[config.mk]
export PLATFORM = sky130hd
export DESIGN_NAME = dmem_arbiter
export DESIGN_NICKNAME = d
export VERILOG_FILES = /design/src/rtl/dmem_arbiter.sv
export SDC_FILE = /design/constraint.sdc
export NUM_CORES = 1
export LEC_CHECK = 0
export CAP_MARGIN = 20
export CORE_AREA = 2 2 123 137
export DETAILED_ROUTE_END_ITERATION = 7
export DIE_AREA = 0 0 125 139
export PLACE_DENSITY_LB_ADDON = 0.08
export SYNTH_ARGS = -nofsm -noshare
export SYNTH_HDL_FRONTEND = slang
export SYNTH_SLANG_ARGS = --single-unit
[constraint.sdc]
create_clock -name clk -period 3.1 [get_ports clk]
set_input_delay 0.465 -clock clk [delete_from_list [all_inputs] [get_ports clk]]
set_output_delay 0.465 -clock clk [all_outputs]
set_load 0.01 [all_outputs]
[src/rtl/dmem_arbiter.sv]
// -----------------------------------------------------------------------------
// dmem_arbiter
//
// Arbiter and sequencer for the single-ported data memory. Two requesters
// share the memory: requester 0 is the core load/store port, requester 1 is
// the debug/loader port. One request is accepted at a time (round-robin, with
// an optional debug lock that shuts the core out). Each accepted request turns
// into a one-cycle memory command; reads return their data to the owner after
// the fixed memory latency.
//
// Ports:
//   clk, reset                 clock, synchronous active-high reset
//   core_req/we/addr/wdata     core request (held until core_gnt)
//   core_gnt                   core request accepted this cycle (combinational)
//   core_rvalid, core_rdata    one-cycle read-return pulse and held read data
//   dbg_req/we/addr/wdata      debug request (held until dbg_gnt)
//   dbg_lock                   after a debug grant, keeps the core excluded
//   dbg_gnt, dbg_rvalid/rdata  debug-side equivalents of the core outputs
//   mem_wr, mem_rd             memory strobes, only during the command cycle
//   mem_addr, mem_wr_data      memory address/write data, zero outside command
//   mem_rd_data                memory read data, valid MEM_LAT cycles after mem_rd
//
// MEM_LAT must lie in 1..7; the wait counter is three bits wide.
// -----------------------------------------------------------------------------
module dmem_arbiter #(
    parameter int ADDR_W  = 9,
    parameter int DATA_W  = 32,
    parameter int MEM_LAT = 1
) (
    input  logic              clk,
    input  logic              reset,

    input  logic              core_req,
    input  logic              core_we,
    input  logic [ADDR_W-1:0] core_addr,
    input  logic [DATA_W-1:0] core_wdata,
    output logic              core_gnt,
    output logic              core_rvalid,
    output logic [DATA_W-1:0] core_rdata,

    input  logic              dbg_req,
    input  logic              dbg_we,
    input  logic [ADDR_W-1:0] dbg_addr,
    input  logic [DATA_W-1:0] dbg_wdata,
    input  logic              dbg_lock,
    output logic              dbg_gnt,
    output logic              dbg_rvalid,
    output logic [DATA_W-1:0] dbg_rdata,

    output logic              mem_wr,
    output logic              mem_rd,
    output logic [ADDR_W-1:0] mem_addr,
    output logic [DATA_W-1:0] mem_wr_data,
    input  logic [DATA_W-1:0] mem_rd_data
);

    localparam int               CNT_W    = 3;
    localparam logic [CNT_W-1:0] LAT_LOAD = CNT_W'(MEM_LAT - 1);

    typedef enum logic [1:0] {
        IDLE    = 2'd0,
        CMD     = 2'd1,
        RD_WAIT = 2'd2
    } state_e;

    state_e            state_q, state_d;
    logic              lock_q, lock_d;
    logic              last_owner_q, last_owner_d;
    logic              owner_q, owner_d;
    logic              we_q, we_d;
    logic [ADDR_W-1:0] addr_q, addr_d;
    logic [DATA_W-1:0] wdata_q, wdata_d;
    logic [CNT_W-1:0]  cnt_q, cnt_d;
    logic              core_rvalid_q, core_rvalid_d;
    logic              dbg_rvalid_q, dbg_rvalid_d;
    logic [DATA_W-1:0] core_rdata_q, core_rdata_d;
    logic [DATA_W-1:0] dbg_rdata_q, dbg_rdata_d;

    logic              core_win;
    logic              dbg_win;

    // Winner selection. Owner encoding: 0 = core, 1 = debug. With both
    // requesting, the side that did not own the last access wins, but an
    // active lock hands the tie to debug and also blocks a lone core request.
    // The two terms are mutually exclusive by construction.
    assign core_win = core_req & ~lock_q & (~dbg_req | last_owner_q);
    assign dbg_win  = dbg_req & (~core_req | lock_q | ~last_owner_q);

    assign core_rvalid = core_rvalid_q;
    assign core_rdata  = core_rdata_q;
    assign dbg_rvalid  = dbg_rvalid_q;
    assign dbg_rdata   = dbg_rdata_q;

    // Next-state and output decode. Grants exist only in IDLE; the memory
    // command is driven from the captured request registers during the single
    // CMD cycle and is forced to zero everywhere else.
    always_comb begin
        state_d       = state_q;
        lock_d        = lock_q;
        last_owner_d  = last_owner_q;
        owner_d       = owner_q;
        we_d          = we_q;
        addr_d        = addr_q;
        wdata_d       = wdata_q;
        cnt_d         = cnt_q;
        core_rdata_d  = core_rdata_q;
        dbg_rdata_d   = dbg_rdata_q;
        core_rvalid_d = 1'b0;
        dbg_rvalid_d  = 1'b0;
        core_gnt      = 1'b0;
        dbg_gnt       = 1'b0;
        mem_wr        = 1'b0;
        mem_rd        = 1'b0;
        mem_addr      = '0;
        mem_wr_data   = '0;

        // The lock drops in any cycle the debug side lets go of dbg_lock;
        // a debug grant below may re-arm it from the same input.
        if (!dbg_lock) begin
            lock_d = 1'b0;
        end

        case (state_q)
            IDLE: begin
                if (core_win || dbg_win) begin
                    core_gnt     = core_win;
                    dbg_gnt      = dbg_win;
                    owner_d      = dbg_win;
                    last_owner_d = dbg_win;
                    we_d         = dbg_win ? dbg_we    : core_we;
                    addr_d       = dbg_win ? dbg_addr  : core_addr;
                    wdata_d      = dbg_win ? dbg_wdata : core_wdata;
                    if (dbg_win) begin
                        lock_d = dbg_lock;
                    end
                    state_d = CMD;
                end
            end

            CMD: begin
                mem_wr      = we_q;
                mem_rd      = ~we_q;
                mem_addr    = addr_q;
                mem_wr_data = wdata_q;
                if (we_q) begin
                    state_d = IDLE;
                end else begin
                    cnt_d   = LAT_LOAD;
                    state_d = RD_WAIT;
                end
            end

            RD_WAIT: begin
                // cnt reaches zero in the cycle where mem_rd_data is valid;
                // the capture and the rvalid pulse land together on the next
                // cycle, which is also IDLE so a new grant can overlap it.
                if (cnt_q == '0) begin
                    if (owner_q) begin
                        dbg_rdata_d  = mem_rd_data;
                        dbg_rvalid_d = 1'b1;
                    end else begin
                        core_rdata_d  = mem_rd_data;
                        core_rvalid_d = 1'b1;
                    end
                    state_d = IDLE;
                end else begin
                    cnt_d = cnt_q - 1'b1;
                end
            end

            default: begin
                state_d = IDLE;
            end
        endcase
    end

    // State register. Reset abandons any in-flight command or read, so no
    // rvalid can follow it; last_owner resets to debug so the core wins the
    // first tie.
    always_ff @(posedge clk) begin
        if (reset) begin
            state_q       <= IDLE;
            lock_q        <= 1'b0;
            last_owner_q  <= 1'b1;
            owner_q       <= 1'b0;
            we_q          <= 1'b0;
            addr_q        <= '0;
            wdata_q       <= '0;
            cnt_q         <= '0;
            core_rvalid_q <= 1'b0;
            dbg_rvalid_q  <= 1'b0;
            core_rdata_q  <= '0;
            dbg_rdata_q   <= '0;
        end else begin
            state_q       <= state_d;
            lock_q        <= lock_d;
            last_owner_q  <= last_owner_d;
            owner_q       <= owner_d;
            we_q          <= we_d;
            addr_q        <= addr_d;
            wdata_q       <= wdata_d;
            cnt_q         <= cnt_d;
            core_rvalid_q <= core_rvalid_d;
            dbg_rvalid_q  <= dbg_rvalid_d;
            core_rdata_q  <= core_rdata_d;
            dbg_rdata_q   <= dbg_rdata_d;
        end
    end

endmodule

==> flow_metrics.tcl <==
set metrics [dict create \
    cp-start-kind "register" \
    relSlewSlack 0.543 \
    ioPinCount 232 \
    regArea_sq_um 2320 \
    yosys_most_used_dff "dfxtp_1" \
    required_ns 2.63 \
    end_kind "output pin" \
    final_core_util 0.485 \
    vias_per_cell 4.69 \
    ys_warn_count 0 \
    slowest_delay_ns 0.55 \
    die-area_sq_um 17400 \
    clock_path_buffers 2 \
    ys_ff_latch 116 \
    cts_setup_buffers 0 \
    stdcell_count 1042 \
    fin_crit_ns 2.75 \
    hold_viol_final 0 \
    cts_hold_buf 0 \
    core_area_sq_um 16100 \
    path_clk_slew_ns 0.05 \
    tritoncts "done" \
    path_buf_inv 2 \
    place_inst 1011 \
    clk_latency_ns 0.40 \
    grt_max_degree 70 \
    antenna_cells 0 \
    grt.total_usage 0.173 \
    peakVddDrop_mv 0.370 \
    report.power.total_w 0.00433 \
    setup_viol 0 \
    num_vias 4887 \
    antenna_found_initial 0 \
    power.leakage_nw 2.87 \
    ys_types 26 \
    rows 49 \
    cp-startpoint "state_q[0]$_SDFFE_PP0P_" \
    crit_type "reg -> out" \
    port_buffers 231 \
    grt_first_pass_wirelength_um 24400 \
    fin_setup_tns_ns 0 \
    critPathTopFamily "buffers and inverters" \
    wirelength_um 15200 \
    synth_area_sq_um 4720 \
    cts_buffers 17 \
    path_cells "nor2b_2, buf_4, and2_1, clkdlybuf4s50_1" \
    multi_input_area_sq_um 2150 \
    drt_iter0_markers 307 \
    syn_to_final_growth_pct 65.0 \
    cts_resized 0 \
    overflow 0 \
    place.gp.congestion 0.796 \
    setup_slack_ns 0.352 \
    drc 0 \
    fillers 1521 \
    die_w_um 125 \
    htreeDepth 4 \
    synth_seq_area_share 0.492 \
    ant_nets 0 \
    dr.pass1.iters 4 \
    synthArstFlopShare 0 \
    grt_pass1_vias 4826 \
    slew_viol_final 0 \
    synth-edff-count 0 \
    avgSynthCellArea_sq_um 7.71 \
    worstHoldStart "dbg_rdata[21]$_SDFFE_PP0P_" \
    worst_pin_slew_ns 0.682 \
    syn_inst 612 \
    hpwl_um 10300 \
    cts_root_buf "clkbuf_16" \
    power_density_nw_per_um2 556 \
    start_util 0.294 \
    syn_nets 735 \
    hp-class "reg -> reg" \
    maxCapViolations 0 \
    worstPathArrival_ns 2.28 \
    clock_sinks 116 \
    fmax_mhz 364 \
    avgRoutedWirePerCell_um 14.6 \
    pre_cts_slack_ns 0.593 \
    status "finished, final reports clean" \
    die-height_um 139 \
    skew_ns 0.00396 \
    cpMaxStageDelayCell "clkdlybuf4s50_1" \
    fin_nets 949 \
    finalCritPeriodShare 0.887 \
    drive_above_1_share 0.0585 \
    rsz0062_at_grt "no" \
    worst-path-max-fanout 26 \
    reg2reg_from "cnt_q[0]$_SDFFE_PP0P_" \
]
-- worst paths after layout --
kind | endpoint | slack [ns] | cells past startpoint
setup reg to reg | dbg_rdata[14]$_SDFFE_PP0P_ | 1.34 | 8
hold reg to reg | dbg_rdata[21]$_SDFFE_PP0P_ | 0.45 | 2
hold / removal | dbg_rdata[21]$_SDFFE_PP0P_ | 0.45 | 2
setup / recovery | mem_addr[7] | 0.35 | 4
-- per-stage QoR --
| stage | hold WS, ns | area (sq um) |
|---|---|---|
| detailed placement | 0.447 | 7180 |
| finish | 0.452 | 7790 |
| global route | 0.468 | 7790 |
| floorplan | 0.450 | 4720 |
| CTS | 0.454 | 7790 |
| global placement | 0.442 | 7180 |
-- where the power goes --
group | switching, W | internal (W)
Clock | 0.000667 | 0.00134
Sequential | 0.0000461 | 0.00159
Combinational | 0.000333 | 0.000357
-- flip-flops by register name, indices dropped and copies added, names as in the netlist --
signal        count
cnt_q             3
state_q           2
lock_q            1
owner_q           1
addr_q            9
core_rdata       32
dbg_rdata        32
wdata_q          32
last_owner_q      1
we_q              1
dbg_rvalid        1
core_rvalid       1
-- cells in the final DEF (no fill, tap or decap), types with 2 or more instances in the layout --
cell type,netlist,final
ha_1,2,2
and2_1,44,44
a21oi_1,112,112
buf_4,5,11
clkbuf_16,0,17
nand3b_1,2,2
clkdlybuf4s50_1,0,230
bufinv_16,0,3
clkinv_2,0,4
nor2b_2,1,2
nor2_1,53,51
buf_12,0,2
inv_1,7,7
nand2_1,174,174
dfxtp_1,116,116
nor2_2,0,2
clkbuf_8,0,4
a211oi_1,41,41
-- synth_stat cells (2+ instances only) --
library cell  number  area [sq um]
a211oi_1          41           308
a21oi_1          112           561
and2_1            44           275
buf_1              3          11.3
buf_2             24           120
buf_4              5          37.5
clkbuf_1          16          60.1
dfxtp_1          116          2320
ha_1               2          25.0
inv_1              7          26.3
nand2_1          174           653
nand3b_1           2          15.0
nor2_1            53           199
-- tightest hold or removal path: cells and delay by family (launching register included) --
family / cells / cell delay [ns]
AOI/OAI and AO/OA: 1 / 0.05
DFF: 1 / 0.30
and+or+nand+nor: 1 / 0.05
-- cell type report --
type	count	area share
repair buffers	243	0.311
flip-flops and latches	116	0.298
multi-input cells	441	0.276
clock buffers	22	0.0622
well taps	204	0.0328
clock inverters	9	0.0162
inverters	7	0.00337
-- cells by family after synthesis --
group / share of synthesized area
compound gates: 0.194
flops: 0.492
simple gates: 0.255
fa+ha+maj: 0.00530
buf+inv: 0.0541
-- metal layers --
metal	GRT usage	vias to the layer above	routed length [um]
met5	0	-	0
met4	0.0637	0	267
met1	0.210	2247	6670
met2	0.284	179	7170
met3	0.0606	23	1120
li1	-	2438	-
(Power assumes the default switching activity.)
